[config.mk]
export PLATFORM = sky130hd
export DESIGN_NAME = data_mem_ctl
export DESIGN_NICKNAME = d
export VERILOG_FILES = /design/src/rtl/data_mem_pkg.sv /design/src/rtl/mem_array.sv /design/src/rtl/data_mem_ctl.sv
export SDC_FILE = /design/constraint.sdc
export NUM_CORES = 2
export LEC_CHECK = 0
export BUFFER_PORTS_ARGS = -buffer_cell sky130_fd_sc_hd__buf_4
export CAP_MARGIN = 5
export CORE_MARGIN = 8
export CORE_UTILIZATION = 40
export DETAILED_ROUTE_END_ITERATION = 8
export GPL_ROUTABILITY_DRIVEN = 0
export HOLD_SLACK_MARGIN = 0.06
export MAX_ROUTING_LAYER = met4
export PLACE_DENSITY = 0.59
export SLEW_MARGIN = 20
export SYNTH_ARGS = -nofsm -noshare
export SYNTH_HDL_FRONTEND = slang
export SYNTH_HIERARCHICAL = 1
export SYNTH_SLANG_ARGS = --single-unit
[constraint.sdc]
create_clock -name Clk -period 4.8 [get_ports Clk]
set_input_delay 0.96 -clock Clk [delete_from_list [all_inputs] [get_ports Clk]]
set_output_delay 0.96 -clock Clk [all_outputs]
set_load 0.01 [all_outputs]
[src/rtl/data_mem_pkg.sv]
// data_mem_pkg: shared FSM state type, default sizes and parity helper for data_mem_ctl
package data_mem_pkg;
    typedef enum logic {INIT, IDLE} mem_state_t;
    localparam int W_DEF = 8;
    localparam int AW_DEF = 8;
    localparam int PAR_MAX_W = 64;
    // Zero-extension leaves the XOR unchanged, so any W up to PAR_MAX_W fits.
    function automatic logic calc_parity(input logic [PAR_MAX_W-1:0] d);
        return ^d;
    endfunction
endpackage

[src/rtl/mem_array.sv]
// mem_array: bare storage array, one synchronous write port, combinational read, never reset
module mem_array #(
    parameter int DW = 8,
    parameter int AW = 8
) (
    input  logic          Clk,
    input  logic          we,
    input  logic [AW-1:0] waddr,
    input  logic [DW-1:0] wdata,
    input  logic [AW-1:0] raddr,
    output logic [DW-1:0] rdata
);
    logic [DW-1:0] core [2**AW];
    always_ff @(posedge Clk) if (we) core[waddr] <= wdata;
    assign rdata = core[raddr];
endmodule

[src/rtl/data_mem_ctl.sv]
// data_mem_ctl: parametrised data memory with init sweep, Ready handshake and 0/1-cycle reads.
// Define DATA_MEM_CTL_PARITY_EN to store an even-parity bit per word and expose ParityErr.
module data_mem_ctl
    import data_mem_pkg::*;
#(
    parameter int W = W_DEF,
    parameter int AW = AW_DEF,
    parameter int RD_LAT = 0,
    parameter logic [W-1:0] INIT_VAL = '0
) (
    input  logic          Clk,
    input  logic          Reset_n,
    input  logic          Clear,
    input  logic          MemWrite,
    input  logic          MemRead,
    input  logic [AW-1:0] DataAddress,
    input  logic [W-1:0]  DataIn,
    output logic [W-1:0]  DataOut,
    output logic          Ready,
    output logic          ReadValid,
`ifdef DATA_MEM_CTL_PARITY_EN
    output logic          ParityErr,
`endif
    output logic [AW-1:0] SweepAddr
);
`ifdef DATA_MEM_CTL_PARITY_EN
    localparam int SW = W + 1;
`else
    localparam int SW = W;
`endif
    mem_state_t state;
    logic [AW-1:0] cnt;
    logic sweep, we, rd_ok;
    logic [AW-1:0] waddr;
    logic [W-1:0] wdata_d;
    logic [SW-1:0] wword, rword;
    assign SweepAddr = cnt;
    // cnt wraps back to 0 on the final sweep write, so it already reads 0 in IDLE.
    always_ff @(posedge Clk or negedge Reset_n) begin
        if (!Reset_n) begin
            state <= INIT;
            cnt   <= '0;
            Ready <= 1'b0;
        end else if (state == INIT) begin
            cnt   <= Clear ? '0 : cnt + AW'(1);
            state <= (!Clear && cnt == '1) ? IDLE : INIT;
            Ready <= !Clear && cnt == '1;
        end else if (Clear) begin
            state <= INIT;
            Ready <= 1'b0;
        end
    end
    assign sweep   = state == INIT;
    assign we      = sweep | MemWrite;
    assign waddr   = sweep ? cnt : DataAddress;
    assign wdata_d = sweep ? INIT_VAL : DataIn;
    assign rd_ok   = MemRead & Ready;
`ifdef DATA_MEM_CTL_PARITY_EN
    assign wword = {calc_parity(PAR_MAX_W'(wdata_d)), wdata_d};
`else
    assign wword = wdata_d;
`endif
    mem_array #(.DW(SW), .AW(AW)) u_mem (
        .Clk   (Clk),
        .we    (we),
        .waddr (waddr),
        .wdata (wword),
        .raddr (DataAddress),
        .rdata (rword)
    );
    generate
        if (RD_LAT == 0) begin : g_comb
            assign DataOut   = rword[W-1:0];
            assign ReadValid = rd_ok;
`ifdef DATA_MEM_CTL_PARITY_EN
            assign ParityErr = ^rword;
`endif
        end else begin : g_reg
            // Shared pointer: a concurrent write always hits the read address, so bypass DataIn.
            always_ff @(posedge Clk or negedge Reset_n) begin
                if (!Reset_n) begin
                    DataOut   <= '0;
                    ReadValid <= 1'b0;
`ifdef DATA_MEM_CTL_PARITY_EN
                    ParityErr <= 1'b0;
`endif
                end else begin
                    ReadValid <= rd_ok;
                    if (rd_ok) begin
                        DataOut   <= MemWrite ? DataIn : rword[W-1:0];
`ifdef DATA_MEM_CTL_PARITY_EN
                        ParityErr <= MemWrite ? 1'b0 : ^rword;
`endif
                    end
                end
            end
        end
    endgenerate
endmodule

Yosys cells after proc, flatten, opt, wreduce, memory -nomap -nowiden
Memories as Yosys holds them, arrays and structs flattened.
Index checks and enable logic that the tools add are counted.
{"block": "totals", "output_inout_bits": 18, "reg_bits": 10, "mem_count": 1, "mem_bits_rw": 2048}
{"block": "classes", "mux": 10, "addsub": 1, "n_reduce_logical": 2, "n_bitwise": 3, "n_eq_ne": 2}
{"memory": "u_mem.core", "words": 256, "width": 8, "rd": 1, "rd_clocked_by_memory_dff": 0, "wr": 1, "line": "mem_array.sv:13", "source": "logic [DW-1:0] core [2**AW];"}
{"op": "$mux W8", "count": 3}
{"op": "$add A8 B1 Y8 const B", "count": 1}
{"op": "$eq A8 B8 Y1 const B", "count": 1}
{"op": "$mux W1", "count": 7}
{"op": "$ne A2 B2 Y1 const B", "count": 1}
{"op": "$and A1 B1 Y1", "count": 1}
{"op": "$logic_and A1 B1 Y1", "count": 1}
{"op": "$logic_not A1 Y1", "count": 1}
{"op": "$not A1 Y1", "count": 1}
{"op": "$or A1 B1 Y1", "count": 1}

Longest topological paths before layout
{"block": "logic_depth", "word_depth": 4, "mapped_depth": 11}

Hierarchy
The synthesis kept the hierarchy.
{"module": "mem_array", "seq_area_each_um2": 61499.0, "area_per_inst_um2": 79396.1, "instances": 1, "cells_each": 3725}
{"module": "data_mem_ctl", "seq_area_each_um2": 250.2, "area_per_inst_um2": 668.1, "instances": 1, "cells_each": 75}

Worst setup path before layout
Ideal clock, no wire load.
{"block": "synth_timing", "kind": "input to register", "start": "in DataIn[0]", "end": "mem u_mem.core[0][0], data pin", "cell_stages": 1, "setup_slack_ns": -0.254, "arrival_time_ns": 4.187, "path_buffers": 0, "path_cell_list": "and2_1"}
{"block": "synth_between", "elab_chain_len": 1}
{"element": "from (decl)", "line": "data_mem_ctl.sv:17", "source": "input logic [W-1:0] DataIn,"}
{"element": "$mux W8", "line": "data_mem_ctl.sv:56", "source": "assign wdata_d = sweep ? INIT_VAL : DataIn;"}
{"element": "to (decl)", "line": "mem_array.sv:13"}
No other way between the ends.

Worst setup path after layout
{"block": "layout_timing", "start": "in DataAddress[0]", "end": "out DataOut[4]"}
{"block": "layout_between", "elab_chain_len": 1}
{"element": "from (decl)", "line": "data_mem_ctl.sv:16", "source": "input logic [AW-1:0] DataAddress,"}
{"element": "$mem_v2 Z256 W8"}
{"element": "to (decl)", "line": "data_mem_ctl.sv:18", "source": "output logic [W-1:0] DataOut,"}
No other way between the ends.

==> flow_summary.toml <==
[setup_path]
startpoint_type = "input port"
required_ps = 3840
cp_max_fo = 14
worstSetupPathType = "input port to output port"
worstPathArrival_ps = 3790
reg2reg_from = "state"
rr_worst_depth = 7
r2r_slack_ps = 740
worstReg2RegEnd = "u_mem/core[14][1]"
critPathCaptureType = "output port"

[die]
initial_core_util_pct = 40.18
dieArea_um2 = 214700
core-area_um2 = 199200
rows = 164
die_h_um = 463.4
io_pins = 39
die_w_um = 463.4

[synthesis]
syn_area_um2 = 80060
ys.flop_type = "edfxtp_1"
synth_edf_count = 2048
syn_nets = 3822
ys.warnings.count = 6
synthCells = 3800
yosys_register_bits = 2058
yosysUniqueCellTypes = 62
syn_area_per_cell_um2 = 21.07
synth.yosys.seq_area_share_pct = 77.12
synth-async-reset-ratio_pct = 0.4859

[place]
io_buffers = 38
place_ws_ps = -562.3
dp_hpwl_mm = 131.8

[sta]
slew_violations = 0
worstMarginPinSlew_ps = 1104
setup_ws_ps = 49.20
finalCritPeriodShare_pct = 98.97
fin_hold_ws_ps = 398.4
min_period_ps = 4751
finalClockSkew_ps = 30.98
hold_viol_final = 0
relSlewSlack_pct = 26.38
setup_viol = 0
fmax_ghz = 0.2105

[grt]
grt_pass1_vias = 41220
grt_pass1_wl_mm = 298.2
antenna_found_initial = 6
grt-ovfl-total = 0
track_usage_pct = 19.34
grt_max_degree = 107

[finish]
area_growth_syn_to_layout_pct = 17.01
mostFrequentLayoutCell = "edfxtp_1"
nNetsFinal = 4342
layout_common_cells = "edfxtp_1, buf_4, mux4_2"
fin_util_pct = 47.02
drive_gt1_share_pct = 30.40

[outcome]
status = "complete, no violations"

[job]
maxCapViolCount = 0

[worst_hold_path]
hold_path.class = "input port to register"
whs_path_depth = 2
whs_endpoint = "state"
min_from = "Clear"

[clock_tree]
htree_num_levels = 4
insertion_delay_ps = 840
cts_tree = "built"
cts.sink_count = 2058
root_buffer = "clkbuf_16"
cts_max_path_buffers = 3
cts_buffers = 197
clk_pin_slew_ps = 60

[detailed_routing]
ant_nets = 0
routed_wirelength_mm = 206.3
vias_per_cell = 5.666
drt-initial-drc-count = 4960
firstDrtPassIters = 5
vias = 40480
post_drt_wl_per_cell_um = 28.88
drc = 0

[power_and_ir_drop]
p_leak_nw = 31.78
powerDensity_nw_per_um2 = 391.1
ir_drop_v = 0.0004275
## worst max path at each step
stage                         startpoint    endpoint  slack, ps  depth (start not counted)
after global placement    DataAddress[0]  DataOut[7]       -970                         12
after detailed placement  DataAddress[0]  DataOut[0]       -560                         11
after floorplan           DataAddress[1]  DataOut[3]       1030                          9
after CTS                 DataAddress[0]  DataOut[0]        -80                         11
after global routing      DataAddress[2]  DataOut[0]         -4                         10
final                     DataAddress[0]  DataOut[4]         50                         13
## area by class of cell
class	count	area, µm²
Clock buffer	237	5206
Sequential cell	2058	61750
Timing Repair Buffer	558	5050
Antenna cell	1	2.502
Tap cell	2656	3323
Clock inverter	129	1181
Multi-Input combinational cell	1502	17160
Inverter	3	11.26
Fill cell	16280	105600
## where the power goes
part | switching [W] | internal (W) | total, W
sequential | 0.0000121 | 0.0195 | 0.0195
combinational | 0.000953 | 0.000740 | 0.00169
clock | 0.00665 | 0.00880 | 0.0155
total | 0.00762 | 0.0290 | 0.0366
## flip-flops by register name, indices dropped and copies added (netlist names)
register and cells:
SweepAddr 8, state 1, u_mem/core 2048, Ready 1
## cells in the mapped netlist, drive strengths merged (9+ instances only)
master | count | share of area, %
o221ai | 47 | 0.52
clkbuf | 114 | 0.53
nor4 | 27 | 0.23
a22oi | 133 | 1.2
dfrtp | 10 | 0.31
buf | 123 | 1.3
o22ai | 28 | 0.22
o211ai | 10 | 0.094
a21oi | 97 | 0.61
a211oi | 16 | 0.15
nand3 | 40 | 0.26
o21ai | 20 | 0.13
nand2 | 40 | 0.19
and2 | 15 | 0.12
a221oi | 14 | 0.16
nand2b | 9 | 0.070
nor2b | 34 | 0.27
mux4 | 456 | 13
a22o | 9 | 0.098
mux2i | 134 | 1.7
nor3 | 23 | 0.14
mux2 | 9 | 0.13
nand4 | 11 | 0.086
edfxtp | 2048 | 77
nor2 | 284 | 1.3
## stage by stage
step	cell area, µm²	setup TNS [ps]	instances	power [W]
after floorplan	80070	0	3800	0.02081
after global routing	93680	-4.143	7144	0.03760
after global placement	86890	-4145	6766	0.02152
after detailed placement	86910	-2882	6766	0.02153
after CTS	93560	-90.08	7141	0.03687
final	93680	0	7144	0.03664
## timing repair
item / CTS / global route
hold buffers: 1 / 0
buffers inserted: 9 / 1
pin swaps: 2 / 2
endpoints found under the hold margin: 10 / 0
endpoints found under the setup margin: 8 / 6
gates cloned: 0 / 1
resized for setup: 33 / 14
## layer usage
metal  up-vias  share of wire [%]  GRT usage [%]
li1      16990                  -              -
met1     21670                 42          26.28
met2      1529                 49          30.79
met3       287                6.7          2.987
met4         0                2.5          5.121
met5         -                  0              -
## cells by family after synthesis
group	share of synthesized area, %
compound gates	3.508
fa+ha+maj	0.01562
buf+inv	1.844
flops	77.12
mux	14.64
simple gates	2.869
## worst max-delay path, stage by stage
cell	delay, ps
buf_16	160
buf_12	200
buf_4	200
mux4_2	570
mux4_2	470
nor2_1	100
a2111oi_1	70
buf_4	170
nor3_2	260
buf_4	220
nor4_1	60
buf_4	180
buf_4	140
Power figures use the tool's default switching activity.
